### src/rtl/seq_bit_serializer.sv
// Parallel-to-serial front end: WIDTH-bit words in, MSB-first bits out on w.
// Optional even-parity trailer bit when SER_PARITY_EN is defined.
module seq_bit_serializer #(
    parameter int WIDTH = 8,
    parameter int CNT_W = 4
) (
    input  logic             clk,
    input  logic             Reset,
    input  logic [WIDTH-1:0] in_data,
    input  logic             in_valid,
    output logic             in_ready,
    input  logic             ser_en,
    output logic             w,
    output logic             w_valid,
    output logic             busy,
    output logic             word_done
);

    typedef enum logic [1:0] {
        IDLE  = 2'b00,
        SHIFT = 2'b01
    } state_t;

`ifdef SER_PARITY_EN
    localparam logic [CNT_W-1:0] LAST = CNT_W'(WIDTH);
`else
    localparam logic [CNT_W-1:0] LAST = CNT_W'(WIDTH - 1);
`endif

    state_t           state_q, state_d;
    logic [WIDTH-1:0] sreg_q, sreg_d;
    logic [WIDTH-1:0] hbuf_q, hbuf_d;
    logic [CNT_W-1:0] bcnt_q, bcnt_d;
    logic             hfull_q, hfull_d;
    logic             done_q, done_d;
    logic             accept;
`ifdef SER_PARITY_EN
    logic             par_q, par_d;
`endif

    always_comb begin
        state_d = state_q;
        sreg_d  = sreg_q;
        hbuf_d  = hbuf_q;
        bcnt_d  = bcnt_q;
        hfull_d = hfull_q;
        done_d  = 1'b0;
        w       = 1'b0;
        w_valid = 1'b0;
        accept  = in_valid & ~hfull_q;
`ifdef SER_PARITY_EN
        par_d   = par_q;
`endif

        case (state_q)
            IDLE: begin
                if (hfull_q) begin
                    sreg_d  = hbuf_q;
                    hfull_d = 1'b0;
                    bcnt_d  = '0;
                    state_d = SHIFT;
`ifdef SER_PARITY_EN
                    par_d   = ^hbuf_q;
`endif
                end
            end
            SHIFT: begin
                w_valid = 1'b1;
                w       = sreg_q[WIDTH-1];
`ifdef SER_PARITY_EN
                // data bits are shifted out by now; emit the trailer
                if (bcnt_q == LAST) w = par_q;
`endif
                if (ser_en) begin
                    if (bcnt_q < LAST) begin
                        sreg_d = {sreg_q[WIDTH-2:0], 1'b0};
                        bcnt_d = bcnt_q + CNT_W'(1);
                    end else begin
                        done_d = 1'b1;
                        if (hfull_q) begin
                            sreg_d  = hbuf_q;
                            hfull_d = 1'b0;
                            bcnt_d  = '0;
`ifdef SER_PARITY_EN
                            par_d   = ^hbuf_q;
`endif
                        end else begin
                            sreg_d  = '0;
                            state_d = IDLE;
                        end
                    end
                end
            end
            default: state_d = IDLE;
        endcase

        // accept never coincides with a load: hfull_q blocks it
        if (accept) begin
            hbuf_d  = in_data;
            hfull_d = 1'b1;
        end
    end

    always_ff @(posedge clk or negedge Reset) begin
        if (!Reset) begin
            state_q <= IDLE;
            sreg_q  <= '0;
            hbuf_q  <= '0;
            bcnt_q  <= '0;
            hfull_q <= 1'b0;
            done_q  <= 1'b0;
        end else begin
            state_q <= state_d;
            sreg_q  <= sreg_d;
            hbuf_q  <= hbuf_d;
            bcnt_q  <= bcnt_d;
            hfull_q <= hfull_d;
            done_q  <= done_d;
        end
    end

`ifdef SER_PARITY_EN
    always_ff @(posedge clk or negedge Reset) begin
        if (!Reset) par_q <= 1'b0;
        else        par_q <= par_d;
    end
`endif

    assign in_ready  = ~hfull_q;
    assign busy      = (state_q == SHIFT) | hfull_q;
    assign word_done = done_q;

endmodule
### config.mk
export PLATFORM = sky130hd
export DESIGN_NAME = seq_bit_serializer
export DESIGN_NICKNAME = d
export VERILOG_FILES = /design/src/rtl/seq_bit_serializer.sv
export SDC_FILE = /design/constraint.sdc
export NUM_CORES = 1
export LEC_CHECK = 0
export BUFFER_PORTS_ARGS = -buffer_cell sky130_fd_sc_hd__buf_2
export CAP_MARGIN = 10
export CORE_MARGIN = 5
export CORE_UTILIZATION = 49
export CTS_BUF_LIST = sky130_fd_sc_hd__clkbuf_16
export CTS_CLUSTER_SIZE = 14
export DETAILED_ROUTE_END_ITERATION = 12
export PLACE_DENSITY = 0.77
export SYNTH_ARGS = -nofsm -noshare
export SYNTH_HDL_FRONTEND = slang
export SYNTH_SLANG_ARGS = --single-unit
### constraint.sdc
create_clock -name clk -period 1.5 [get_ports clk]
set_clock_uncertainty 0.15 [all_clocks]
set_input_delay 0.075 -clock clk [delete_from_list [all_inputs] [get_ports clk]]
set_output_delay 0.075 -clock clk [all_outputs]
set_load 0.005 [all_outputs]
# After elaboration in Yosys (flattened, before gate mapping)
# Cells that the tools add are included.
# op_classes
add_sub_neg,1
n_mul,0
div_mod_pow,0
magnitude_cmp,1
eq_ne,7
shift,0
n_mux,23
bitwise_logic,3
reduce_logical,7
# ops
cell,count
$mux 8,4
$pmux 8 s2,1
$mux 4,3
$mux 1,8
$mux 2,4
$ne 2x2->1 const B,4
$pmux 4 s2,1
$ne 3x3->1 const B,2
$reduce_and 3->1,2
$add 4x1->4 const B,1
$lt 4x3->1 const B,1
$pmux 2 s2,1
$reduce_and 4->1,1
$reduce_bool 3->1,1
$eq 2x1->1 const B,1
$logic_not 2->1,1
$pmux 1 s2,1
$reduce_and 2->1,1
$reduce_bool 2->1,1
$and 1x1->1,1
$not 1->1,1
$or 1x1->1,1
# word_totals
ff_bits,24
latchBits,0
mem_bits_rw,0
romBits,0
in_bits,12
word_cells,48
memories,0

# Depth between registers and ports, before layout
# logic_depth
depth_word,5
mapped_depth,5

# Worst setup path before layout
# Ideal clock, no wire load.
# synth_timing
path_kind,reg-to-reg
startpoint,reg bcnt_q[0]
endpoint,reg bcnt_q[0]
setup_ns,0.121
arrival_ns,1.259
path_slack_ns,-0.030
path_stages_with_launch,5
path_buffers,0
path_cell_list,dfrtp_1 -> ha_1 -> a21oi_2 -> a21oi_2 -> a22o_1
# synth_between
elab_chain_cells,4
elab_cells_between_ends,6
cone_classes,add/sub (1); order compare (1); mux (4)
# synth_lines
element,line_no,text
from (decl),33,"logic [CNT_W-1:0] bcnt_q, bcnt_d;"
from (signal assigned),116,bcnt_q <= bcnt_d;
$add 4x1->4 (tied with other cells),77,bcnt_d = bcnt_q + CNT_W'(1);
$mux 4,75,if (bcnt_q < LAST) begin
$mux 4,74,if (ser_en) begin
$pmux 4 s2 *,55,case (state_q)
# Mark *: on every way between the ends. The rest lies on a longest branch, timed or not. The select of a mux whose other input is x is not followed.
# A chain may end at the register's enable or synchronous reset.

# Worst setup path after layout
# layout_timing
startpoint,reg state_q[0]
endpoint,out busy
# layout_between
elab_chain_cells,2
# layout_lines
element,line_no,text
from (decl),30,"state_t state_q, state_d;"
from (signal assigned),113,state_q <= state_d;
$eq 2x1->1,130,assign busy = (state_q == SHIFT) | hfull_q;
$or 1x1->1,130,
to (decl),15,"output logic busy,"
# Every way passes these cells.

==> results.toml <==
[critical_path]
cp_max_fo = 7
arrival_ns = 1.24
cp-start-kind = "register"
cp-end-kind = "output pin"
required_ns = 1.27
crit_type = "reg2out"

[synth]
ys_ff_latch = 23
yosys.cell_types.count = 28
ys.flop_type = "dfrtp_1"
syn_inst = 110
synthTopCellsByArea = "dfrtp_1 51%, mux2_1 7.9%, nand3_1 6.2%, o21ai_0 4.0%, a31oi_1 3.9%"
synth_edf_count = 0
syn-num-nets = 123
synth.avg_cell_area_sq_um = 10.32
seq_area_frac_synth = 0.5072
synth_top_area_cell = "dfrtp_1"
synth-async-reset-ratio = 1.000
synth_top_area_frac = 0.5072
synthesis.area_sq_um = 1135
yosys_warnings = 0

[sta]
slew_headroom = 0.6621
slew_viol_final = 0
period_minus_slack_ns = 1.463
finalHoldViolCount = 0
worstMarginPinSlew_ns = 0.5069
setup-tns-final_ns = 0
rsz0062_at_grt = "no"
finalCritPeriodShare = 0.9751
finalSetupViolCount = 0
max_freq_mhz = 683.7

[drt]
first_iter_violations = 36
vias = 944
totalWireLength_um = 2297
via_per_inst = 5.457
drcViolationCount = 0
antenna_left = 0
first_pass_iters = 4
wl_per_cell_um = 13.28

[clock_tree]
clk_pin_slew_worst_paths_ns = 0.06
numCtsBuffers = 3
tritoncts = "yes"
clk_path_buf_depth = 2
clkLatencyLatePin_ns = 0.25
cts_sinks = 23
htreeDepth = 1
cts-root-buf = "clkbuf_16"

[layout]
n_antenna_cell = 0
layout_common_cells = "23 x dfrtp_1, 16 x buf_2, 14 x nand3_1"
regArea_sq_um = 575.6
multiInputGateArea_sq_um = 519.2
drive_gt1_frac = 0.2828
mostFrequentLayoutCell = "dfrtp_1"
final_area_sq_um = 1505
syn_to_final_growth_pct = 32.63
nets = 159
final.fill_count = 174

[floorplanning]
initial_core_util = 0.5130
die_area_sq_um = 3379
io_pins = 17
rows = 17
die_w_um = 58.13
dieHeight_um = 58.13
core-area_sq_um = 2212

[grt]
antenna_found_initial = 0
grtUsageTotal = 0.1563
grt_first_pass_wirelength_um = 4126
grt_max_degree = 24
grt_pass1_vias = 958
grt.overflow.total = 0

[placement]
numPortBuffers = 16
place_area_sq_um = 1314
routabilityCongestion = 0.7822
hpwlAfterDp_um = 1636

[status]
status = "completed"

[power_and_ir_drop]
p_per_area_nw_per_um2 = 2085
leakage_nw = 0.6699
ir_drop_mv = 1.383

[hold_path]
hold_path.class = "in2reg"

[job]
max-cap-violations = 0
-- area by class of cell --
| class | instances | share of cell area |
|---|---|---|
| Tap cell | 28 | 0.02328 |
| Inverter | 3 | 0.007481 |
| Multi-Input combinational cell | 77 | 0.3450 |
| Sequential cell | 23 | 0.3824 |
| Timing Repair Buffer | 38 | 0.1887 |
| Clock buffer | 3 | 0.04988 |
| Clock inverter | 1 | 0.003325 |
-- repair_timing --
action | CTS | global route
hold endpoints to repair | 31 | 0
buffers inserted | 0 | 1
pin swaps | 1 | 0
endpoints found under the setup margin | 7 | 1
resized for setup | 2 | 1
hold buffers | 9 | 0
-- worst max-delay path, cell delays in order, from the launching register on --
cell and delay (ns):
dfrtp_1 0.42, buf_6 0.15, or2_2 0.28, buf_2 0.13
-- flip-flops by register name, summed over array words and instances, names as in the netlist --
name / cells
hbuf_q: 8
sreg_q: 8
bcnt_q: 4
hfull_q: 1
state_q: 1
word_done: 1
-- cells by family (layout without fill, tap and decap cells) --
group	count (synthesis)	in the layout	share of synthesized area
AND/OR/NAND/NOR	37	37	0.1643
AO/OA/AOI/OAI	28	28	0.1599
flip-flops	23	23	0.5072
multiplexers	11	11	0.1069
buffers and inverters	10	45	0.05071
adder cells (fa/ha/maj)	1	1	0.01102
-- worst paths after layout --
check                                       start                endpoint  slack, ns  cells after the start
max                        state_q[0]$_DFFE_PN0P_                    busy       0.04                      3
min                                        ser_en  state_q[0]$_DFFE_PN0P_       0.07                      3
max reg2reg                 bcnt_q[0]$_DFFE_PN0P_   sreg_q[4]$_DFFE_PN0P_       0.07                      5
min reg2reg                 hbuf_q[6]$_DFFE_PN0P_   hbuf_q[6]$_DFFE_PN0P_       0.36                      1
max in group asynchronous                   Reset   hbuf_q[2]$_DFFE_PN0P_       0.69                      2
min in group asynchronous                   Reset   bcnt_q[1]$_DFFE_PN0P_       0.17                      2
-- power by group --
part / leakage [nW] / switching [W] / internal, W
registers: 0.269 / 0.000221 / 0.000925
logic: 0.360 / 0.000656 / 0.000765
clock network: 0.0409 / 0.000213 / 0.000358
total: 0.670 / 0.00109 / 0.00205
-- cells in the mapped netlist, types with 3 or more instances --
library cell,n
dfrtp_1,23
nand3_1,14
o21ai_0,9
mux2_1,8
nor2_1,8
a31oi_1,7
buf_2,4
nand2_1,4
a22o_1,3
inv_1,3
nand2b_1,3
-- metrics by stage --
stage	worst slack, ns	std cells	power, W	utilization	hold slack [ns]
6_report	0.03737	173	0.003138	0.6804	0.07300
5_1_grt	0.003598	173	0.003393	0.6804	0.1191
4_1_cts	0.002522	172	0.003145	0.6753	0.07535
3_5_place_dp	-0.02169	159	0.002520	0.5939	-0.07280
3_3_place_gp	0.01608	159	0.002462	0.5939	-0.07796
2_1_floorplan	0.02701	110	0.002035	-	-0.3706
-- per-layer routing --
layer,track usage,share of wire,vias to the layer above,wire (um)
li1,-,-,464,-
met1,0.1844,0.44,451,1011
met2,0.2758,0.49,24,1132
met3,0.03563,0.052,5,119
met4,0.05629,0.015,0,34
met5,0,0,-,0
(Power assumes the default switching activity.)
